### src/rtl/audio_adsr.sv
// -----------------------------------------------------------------------------
// audio_adsr
//
// ADSR envelope stage for the unsigned 8-bit wave generators. A gate input
// drives an Attack/Decay/Sustain/Release state machine that moves a 16-bit
// envelope accumulator once per envelope tick. The top byte of the
// accumulator scales the incoming sample around mid-scale 0x80. The output
// keeps the generator's unsigned 8-bit format.
//
// Parameters
//   TICK_DIV      envelope update divider, one tick every TICK_DIV+1 clocks
//
// Ports
//   clk_i         system clock
//   rstn_i        synchronous active-low reset
//   gate_i        note gate, level-sensitive, 1 = key held
//   sample_data_i unsigned wave sample, mid-scale 0x80
//   attack_i      attack step per tick, 0 = instant
//   decay_i       decay step per tick, 0 = instant
//   sustain_i     sustain level (upper byte of the accumulator target)
//   release_i     release step per tick, 0 = instant
//   sample_data_o enveloped sample, registered, one clock after sample_data_i
//   env_o         current envelope level (accumulator upper byte)
//   busy_o        1 whenever the state machine is not idle
// -----------------------------------------------------------------------------
module audio_adsr #(
  parameter int unsigned TICK_DIV = 259
) (
  input  logic       clk_i,
  input  logic       rstn_i,
  input  logic       gate_i,
  input  logic [7:0] sample_data_i,
  input  logic [7:0] attack_i,
  input  logic [7:0] decay_i,
  input  logic [7:0] sustain_i,
  input  logic [7:0] release_i,
  output logic [7:0] sample_data_o,
  output logic [7:0] env_o,
  output logic       busy_o
);

  typedef enum logic [2:0] {
    ST_IDLE    = 3'd0,
    ST_ATTACK  = 3'd1,
    ST_DECAY   = 3'd2,
    ST_SUSTAIN = 3'd3,
    ST_RELEASE = 3'd4
  } state_e;

  localparam logic [15:0] TICK_LAST = 16'(TICK_DIV);
  localparam logic [15:0] ACC_FULL  = 16'hFFFF;

  state_e      state_q, state_d;
  logic [15:0] acc_q, acc_d;
  logic [15:0] cnt_q, cnt_d;
  logic        gate_q;
  logic [7:0]  sample_q, sample_d;

  logic        tick;
  logic        rise;
  logic        fall;
  logic [15:0] sus_lvl;
  logic [16:0] att_sum;
  logic signed [16:0] dec_diff;
  logic [15:0] rel_diff;

  logic signed [16:0] smp_s;
  logic signed [16:0] env_s;
  logic signed [16:0] prod_s;

  assign tick    = (cnt_q == TICK_LAST);
  assign rise    = gate_i & ~gate_q;
  assign fall    = ~gate_i & gate_q;
  assign sus_lvl = {sustain_i, 8'h00};

  // Widened arithmetic so the saturation compares see the carry / borrow.
  assign att_sum  = {1'b0, acc_q} + {9'd0, attack_i};
  assign dec_diff = $signed({1'b0, acc_q}) - $signed({9'd0, decay_i});
  assign rel_diff = acc_q - {8'd0, release_i};

  // State, accumulator, tick counter, gate history and output sample registers.
  always_ff @(posedge clk_i) begin
    if (!rstn_i) begin
      state_q  <= ST_IDLE;
      acc_q    <= 16'h0000;
      cnt_q    <= 16'h0000;
      gate_q   <= 1'b0;
      sample_q <= 8'h80;
    end else begin
      state_q  <= state_d;
      acc_q    <= acc_d;
      cnt_q    <= cnt_d;
      gate_q   <= gate_i;
      sample_q <= sample_d;
    end
  end

  // Free-running envelope tick divider, 0..TICK_DIV.
  always_comb begin
    cnt_d = cnt_q + 16'd1;
    if (tick) begin
      cnt_d = 16'h0000;
    end else begin
      cnt_d = cnt_q + 16'd1;
    end
  end

  // Next state and accumulator update. Gate edges take priority over any
  // tick step in the same cycle, so a transition edge never also moves acc.
  always_comb begin
    state_d = state_q;
    acc_d   = acc_q;
    case (state_q)
      ST_IDLE: begin
        acc_d = 16'h0000;
        if (rise) begin
          state_d = ST_ATTACK;
        end else begin
          state_d = ST_IDLE;
        end
      end

      ST_ATTACK: begin
        if (fall) begin
          state_d = ST_RELEASE;
        end else if (attack_i == 8'd0) begin
          acc_d   = ACC_FULL;
          state_d = ST_DECAY;
        end else if (tick) begin
          if (att_sum >= {1'b0, ACC_FULL}) begin
            acc_d   = ACC_FULL;
            state_d = ST_DECAY;
          end else begin
            acc_d = att_sum[15:0];
          end
        end else begin
          state_d = ST_ATTACK;
        end
      end

      ST_DECAY: begin
        if (fall) begin
          state_d = ST_RELEASE;
        end else if (decay_i == 8'd0) begin
          acc_d   = sus_lvl;
          state_d = ST_SUSTAIN;
        end else if (tick) begin
          // Signed compare: a step below zero also lands on the sustain level.
          if (dec_diff <= $signed({1'b0, sus_lvl})) begin
            acc_d   = sus_lvl;
            state_d = ST_SUSTAIN;
          end else begin
            acc_d = dec_diff[15:0];
          end
        end else begin
          state_d = ST_DECAY;
        end
      end

      ST_SUSTAIN: begin
        if (fall) begin
          state_d = ST_RELEASE;
        end else begin
          // Follow live sustain_i changes every cycle.
          acc_d = sus_lvl;
        end
      end

      ST_RELEASE: begin
        if (rise) begin
          // Retrigger: attack resumes from the current level.
          state_d = ST_ATTACK;
        end else if (release_i == 8'd0) begin
          acc_d   = 16'h0000;
          state_d = ST_IDLE;
        end else if (tick) begin
          if (acc_q <= {8'd0, release_i}) begin
            acc_d   = 16'h0000;
            state_d = ST_IDLE;
          end else begin
            acc_d = rel_diff;
          end
        end else begin
          state_d = ST_RELEASE;
        end
      end

      default: begin
        state_d = ST_IDLE;
        acc_d   = 16'h0000;
      end
    endcase
  end

  // Amplitude scaling around mid-scale: 128 + ((sample - 128) * env) >>> 8.
  // The result spans 0x00..0xFE, so the low byte of the sum is exact.
  always_comb begin
    smp_s    = $signed({9'd0, sample_data_i}) - 17'sd128;
    env_s    = $signed({9'd0, acc_q[15:8]});
    prod_s   = smp_s * env_s;
    sample_d = 8'((prod_s >>> 8) + 17'sd128);
  end

  assign sample_data_o = sample_q;
  assign env_o         = acc_q[15:8];
  assign busy_o        = (state_q != ST_IDLE);

endmodule
### config.mk
export PLATFORM = sky130hd
export DESIGN_NAME = audio_adsr
export DESIGN_NICKNAME = d
export VERILOG_FILES = /design/src/rtl/audio_adsr.sv
export SDC_FILE = /design/constraint.sdc
export NUM_CORES = 1
export LEC_CHECK = 0
export CORE_ASPECT_RATIO = 0.5
export CORE_MARGIN = 2
export CORE_UTILIZATION = 52
export DETAILED_ROUTE_END_ITERATION = 7
export PLACE_DENSITY = 0.7
export REMOVE_ABC_BUFFERS = 1
export SETUP_SLACK_MARGIN = 0.3
export SYNTH_ARGS = -nofsm -noshare
export SYNTH_HDL_FRONTEND = slang
export SYNTH_SLANG_ARGS = --single-unit
### constraint.sdc
create_clock -name clk_i -period 7.05 [get_ports clk_i]
set_clock_uncertainty 0.15 [all_clocks]
set_input_delay 1.41 -clock clk_i [delete_from_list [all_inputs] [get_ports clk_i]]
set_output_delay 1.41 -clock clk_i [all_outputs]
set_load 0.01 [all_outputs]
== Yosys cells after proc, flatten, opt, wreduce, memory -nomap -nowiden ==
Cells that the tools add are included.
Storage, ports and cells
  word-level logic and storage cells: 73
  bits in registers: 44
  bits of input ports: 43
  output and inout port bits: 17
Operators by class
  eq/ne operators: 16
  bitwise logic cells: 5
  reduce and logical (&&, ||, !) cells: 8
  multiplexer cells: 29
  order comparisons: 3
  multipliers: 1
  $add $sub $neg: 6
Operators with widths (number)
  16-bit two-way mux: 13
  16-bit one-hot mux with 4 select lines: 1
  3-bit two-way mux: 13
  8-bit logical NOT: 3
  16-bit by 8-bit adder with 17-bit output: 1
  17-bit by 16-bit greater-or-equal comparator with 1-bit output (second input constant): 1
  17-bit less-or-equal comparator: 1
  16-bit by 8-bit subtractor with 17-bit output: 1
  16-bit by 1-bit adder with 16-bit output (second input constant): 1
  16-bit by 9-bit equality test with 1-bit output (second input constant): 1
  16-bit by 8-bit less-or-equal comparator with 1-bit output: 1
  9-bit by 9-bit multiplier with 16-bit output: 1
  16-bit by 8-bit subtractor with 16-bit output: 1
  5-bit inequality test (second input constant): 3
  3-bit one-hot mux with 5 select lines: 1
  2-bit inequality test (second input constant): 5
  3-bit inequality test (second input constant): 3
  8-bit by 8-bit subtractor with 9-bit output (second input constant): 1
  8-bit adder (second input constant): 1
  7-bit AND reduction: 1
  3-bit by 2-bit equality test with 1-bit output (second input constant): 2
  4-bit AND reduction: 1
  3-bit by 1-bit equality test with 1-bit output (second input constant): 1
  3-bit equality test (second input constant): 1
  other kinds (6): 9

== Depth between registers and ports, before layout ==
  depth in word-level cells: 7
  gate-level depth with buffers: 20

== Least setup slack after synthesis ==
OpenSTA, ideal clock, no wires.
  path kind: input -> register
  start: input sample_data_i[7]
  end: register sample_q[7] (netlist: sample_data_o[7])
  arrival time: 5.396 ns
  setup slack: 1.369 ns
  stages: 14
  cells stage by stage: nand2b_1 -> fa_1 -> fa_1 -> fa_1 -> fa_1 -> inv_1 -> ha_1 -> a21oi_1 -> o21ai_0 -> a21oi_1 -> o21ai_0 -> a2111o_1 -> a2111oi_0 -> nor4_1
On the way
  word-level cells in the longest chain between the ends: 3
Ends and longest elaborated chain
  start: declaration: RTL line 32  | input logic [7:0] sample_data_i,
  8-bit by 8-bit subtractor with 9-bit output: RTL line 198  | smp_s = $signed({9'd0, sample_data_i}) - 17'sd128;
  9-bit by 9-bit multiplier with 16-bit output: RTL line 200  | prod_s = smp_s * env_s;
  8-bit adder: RTL line 201  | sample_d = 8'((prod_s >>> 8) + 17'sd128);
  end signal: assignment: RTL line 94  | sample_q <= sample_d;
  end: declaration: RTL line 57  | logic [7:0] sample_q, sample_d;
Every way passes these cells.
A chain may end at the register's enable or synchronous reset.

== Worst setup path after layout ==
  start: input sample_data_i[3]
  end: register sample_q[7] (netlist: sample_data_o[7])
Same word-level chain as after synthesis.

==> flow_summary_export.csv <==
group,metric,value,unit
timing,finalCritPeriodShare,89.3,%
synthesis,synth_mux_area_share,0.492,%
cts,clock_path_buffers,2,
synthesis,yosysTopAreaCellShare,16.4,%
placement,dp_hpwl,14.9,mm
timing,max_freq,159,MHz
cts,cts_tree,"done",
synthesis,ys_types,78,
synthesis,synth_top_family_by_area,"adder cells",
route,vias_per_cell,5.98,
floorplan,die_h,83.7,um
global_route,grt_first_pass_wirelength,30.4,mm
timing,worstMarginPinSlew,927,ps
floorplan,die_w,163,um
floorplan,initial_core_util,52.8,%
finish,final_cell_mix,"inv_1, nand2_1, ha_1",
finish,final_cells,1046,
global_route,grt_use_total,28.0,%
synthesis,synth_edf_count,0,
critical_path,crit_family,"adder cells",
run_status,status,"finished clean",
route,wl_per_cell,17.5,um
finish,n_fill_cell,1166,
global_route,antenna_found_initial,0,
timing,fin_ws,756,ps
cts,clock-root-buffer,"clkbuf_16",
flow_run,maxCapViolCount,0,
placement,place_congestion,0.965,
cts,clk_latency,290,ps
placement,pre_cts_ws,348,ps
critical_path,critPathArrivalTime,6310,ps
timing,holdWs,317,ps
finish,antenna_cells,0,
cts,postCtsHoldBufs,0,
floorplan,dieArea,13700,um^2
finish,multi_input_area,5160,um^2
route,wl,18.3,mm
synthesis,synth-compound-area-share,19.7,%
synthesis,syn_avg_cell_area,7.91,um^2
floorplan,coreArea,12500,um^2
finish,fin_nets,1032,
floorplan,ioPinCount,60,
route,drc,0,
cts,cts.sinks,44,
placement,dp.cells,1038,
cts,htreeDepth,2,
timing,tns,0,ps
hold_path,hold_class,"reg -> reg",
critical_path,crit_chain,"clkdlybuf4s50_1, nand2_1, fa_1, fa_1, inv_1, ha_1, inv_1, fa_1, inv_1, ha_1, and4b_1, a41oi_1, o21ai_0, a21oi_2, o21ai_0, a2111o_1, a2111oi_0, nor4_1",
floorplan,rows,29,
synthesis,async_reset_ff_share,0,%
synthesis,synth_area,6610,um^2
finish,post-route-util,59.8,%
finish,area_delta_synth_final,13.2,%
timing,hold_viol_final,0,
synthesis,yosys-top-cells-area,"fa_1, dfxtp_1, ha_1",
synthesis,yosys.area.top_type,"fa_1",
critical_path,r2r_slack,1780,ps
critical_path,cp_slowest_stage_delay,590,ps
cts,cts_buffers,5,
power,cellPowerDensity,88.7,nW/um^2
synthesis,synthCells,835,
power,vdd_drop_max,0.0861,mV
global_route,grt_start_max_net_pins,25,
critical_path,critPathMaxFanout,8,
critical_path,crit_path_end_kind,"flip-flop",
timing,slew_headroom,38.0,%
route,drtIter0Drc,579,
synthesis,ys.flop_type,"dfxtp_1",
synthesis,synth_fa_ha_area_share,27.7,%
finish,mostFrequentLayoutCell,"inv_1",
global_route,grt_pass1_vias,6094,
timing,fin_crit,6290,ps
finish,seq_area,881,um^2
critical_path,worst_setup_path_start_kind,"input port",
critical_path,crit_slowest_cell,"clkdlybuf4s50_1",
global_route,overflow,0,
critical_path,worstPathRequired,7060,ps
placement,port_buffers,59,
critical_path,worstSetupPathType,"in -> reg",
critical_path,crit_buf_inv,4,
timing,maxSlewViolCount,0,
cts,cts_setup_buffers,0,
synthesis,ys_ff_latch,44,
cts,clk_pin_slew,60,ps
cts,cts_resized,0,
route,dr.pass1.iters,5,
route,antenna_left,0,
synthesis,synth_xor_area_share,5.83,%
synthesis,synthSimpleGateAreaFrac,24.2,%
finish,drive_gt1_share,4.91,%
route,num_vias,6258,
synthesis,yosys_warnings,0,
timing,setup_viol,0,
timing,rsz0062_at_grt,"false",
power,power_leakage,3.28,nW
synthesis,ys_seq_area_share,13.3,%
-- state kept, by name, summed over array words and instances, names as in the netlist --
register,flops
acc_q,16
cnt_q,16
gate_q,1
sample_data_o,8
state_q,3
-- power breakdown --
part	switching (W)	internal [W]	total [W]
Sequential	0.00000490	0.000251	0.000256
Combinational	0.0000768	0.0000615	0.000138
Clock	0.000102	0.000167	0.000269
Total	0.000184	0.000479	0.000663
-- layer usage --
metal	global-route usage, %	part of all wire (%)
met1	39.3	45
met2	44.6	45
met3	5.02	8.8
met4	7.48	1.7
met5	0	0
-- through the flow --
step / total power, W / instance area (um^2)
floorplan: 0.000336 / 6450
global placement: 0.000394 / 7310
detailed placement: 0.000397 / 7310
CTS: 0.000665 / 7480
global route: 0.000688 / 7480
finish: 0.000663 / 7480
-- Yosys cell counts (7+ instances only) --
master,number
nor2b_1,9
nor3_1,21
o21a_1,8
nor4_1,15
xnor2_1,24
nand4_1,7
ha_1,60
a31oi_1,10
fa_1,54
nor2_1,52
nand3_1,19
and3_1,12
o21ai_0,42
clkbuf_1,21
inv_1,110
nand2b_1,11
a21o_1,7
nor3b_1,7
or3_1,7
dfxtp_1,44
nand2_1,64
xor2_1,20
and2_1,45
a21oi_1,32
or2_2,7
buf_4,8
o211ai_1,11
-- final timing paths --
kind | startpoint | endpoint | depth (start not counted)
worst max-delay path | sample_data_i[3] | sample_data_o[7] | 18
worst min-delay path | cnt_q[0] | cnt_q[0] | 1
worst max register to register | acc_q[12] | sample_data_o[7] | 18
worst min register to register | cnt_q[0] | cnt_q[0] | 1
-- final cells by class --
class | instances | share of cell area [%]
Multi-Input combinational cell | 647 | 68.9
Inverter | 110 | 5.52
Timing Repair Buffer | 67 | 8.70
Clock inverter | 3 | 0.569
Clock buffer | 5 | 1.67
Tap cell | 170 | 2.84
Sequential cell | 44 | 11.8
-- cell families after synthesis --
kind of cell    after synthesis
flops                        44
buf+inv                     144
xor+xnor                     44
mux                           3
compound gates              186
simple gates                300
fa+ha+maj                   114
Power figures use the tool's default switching activity.
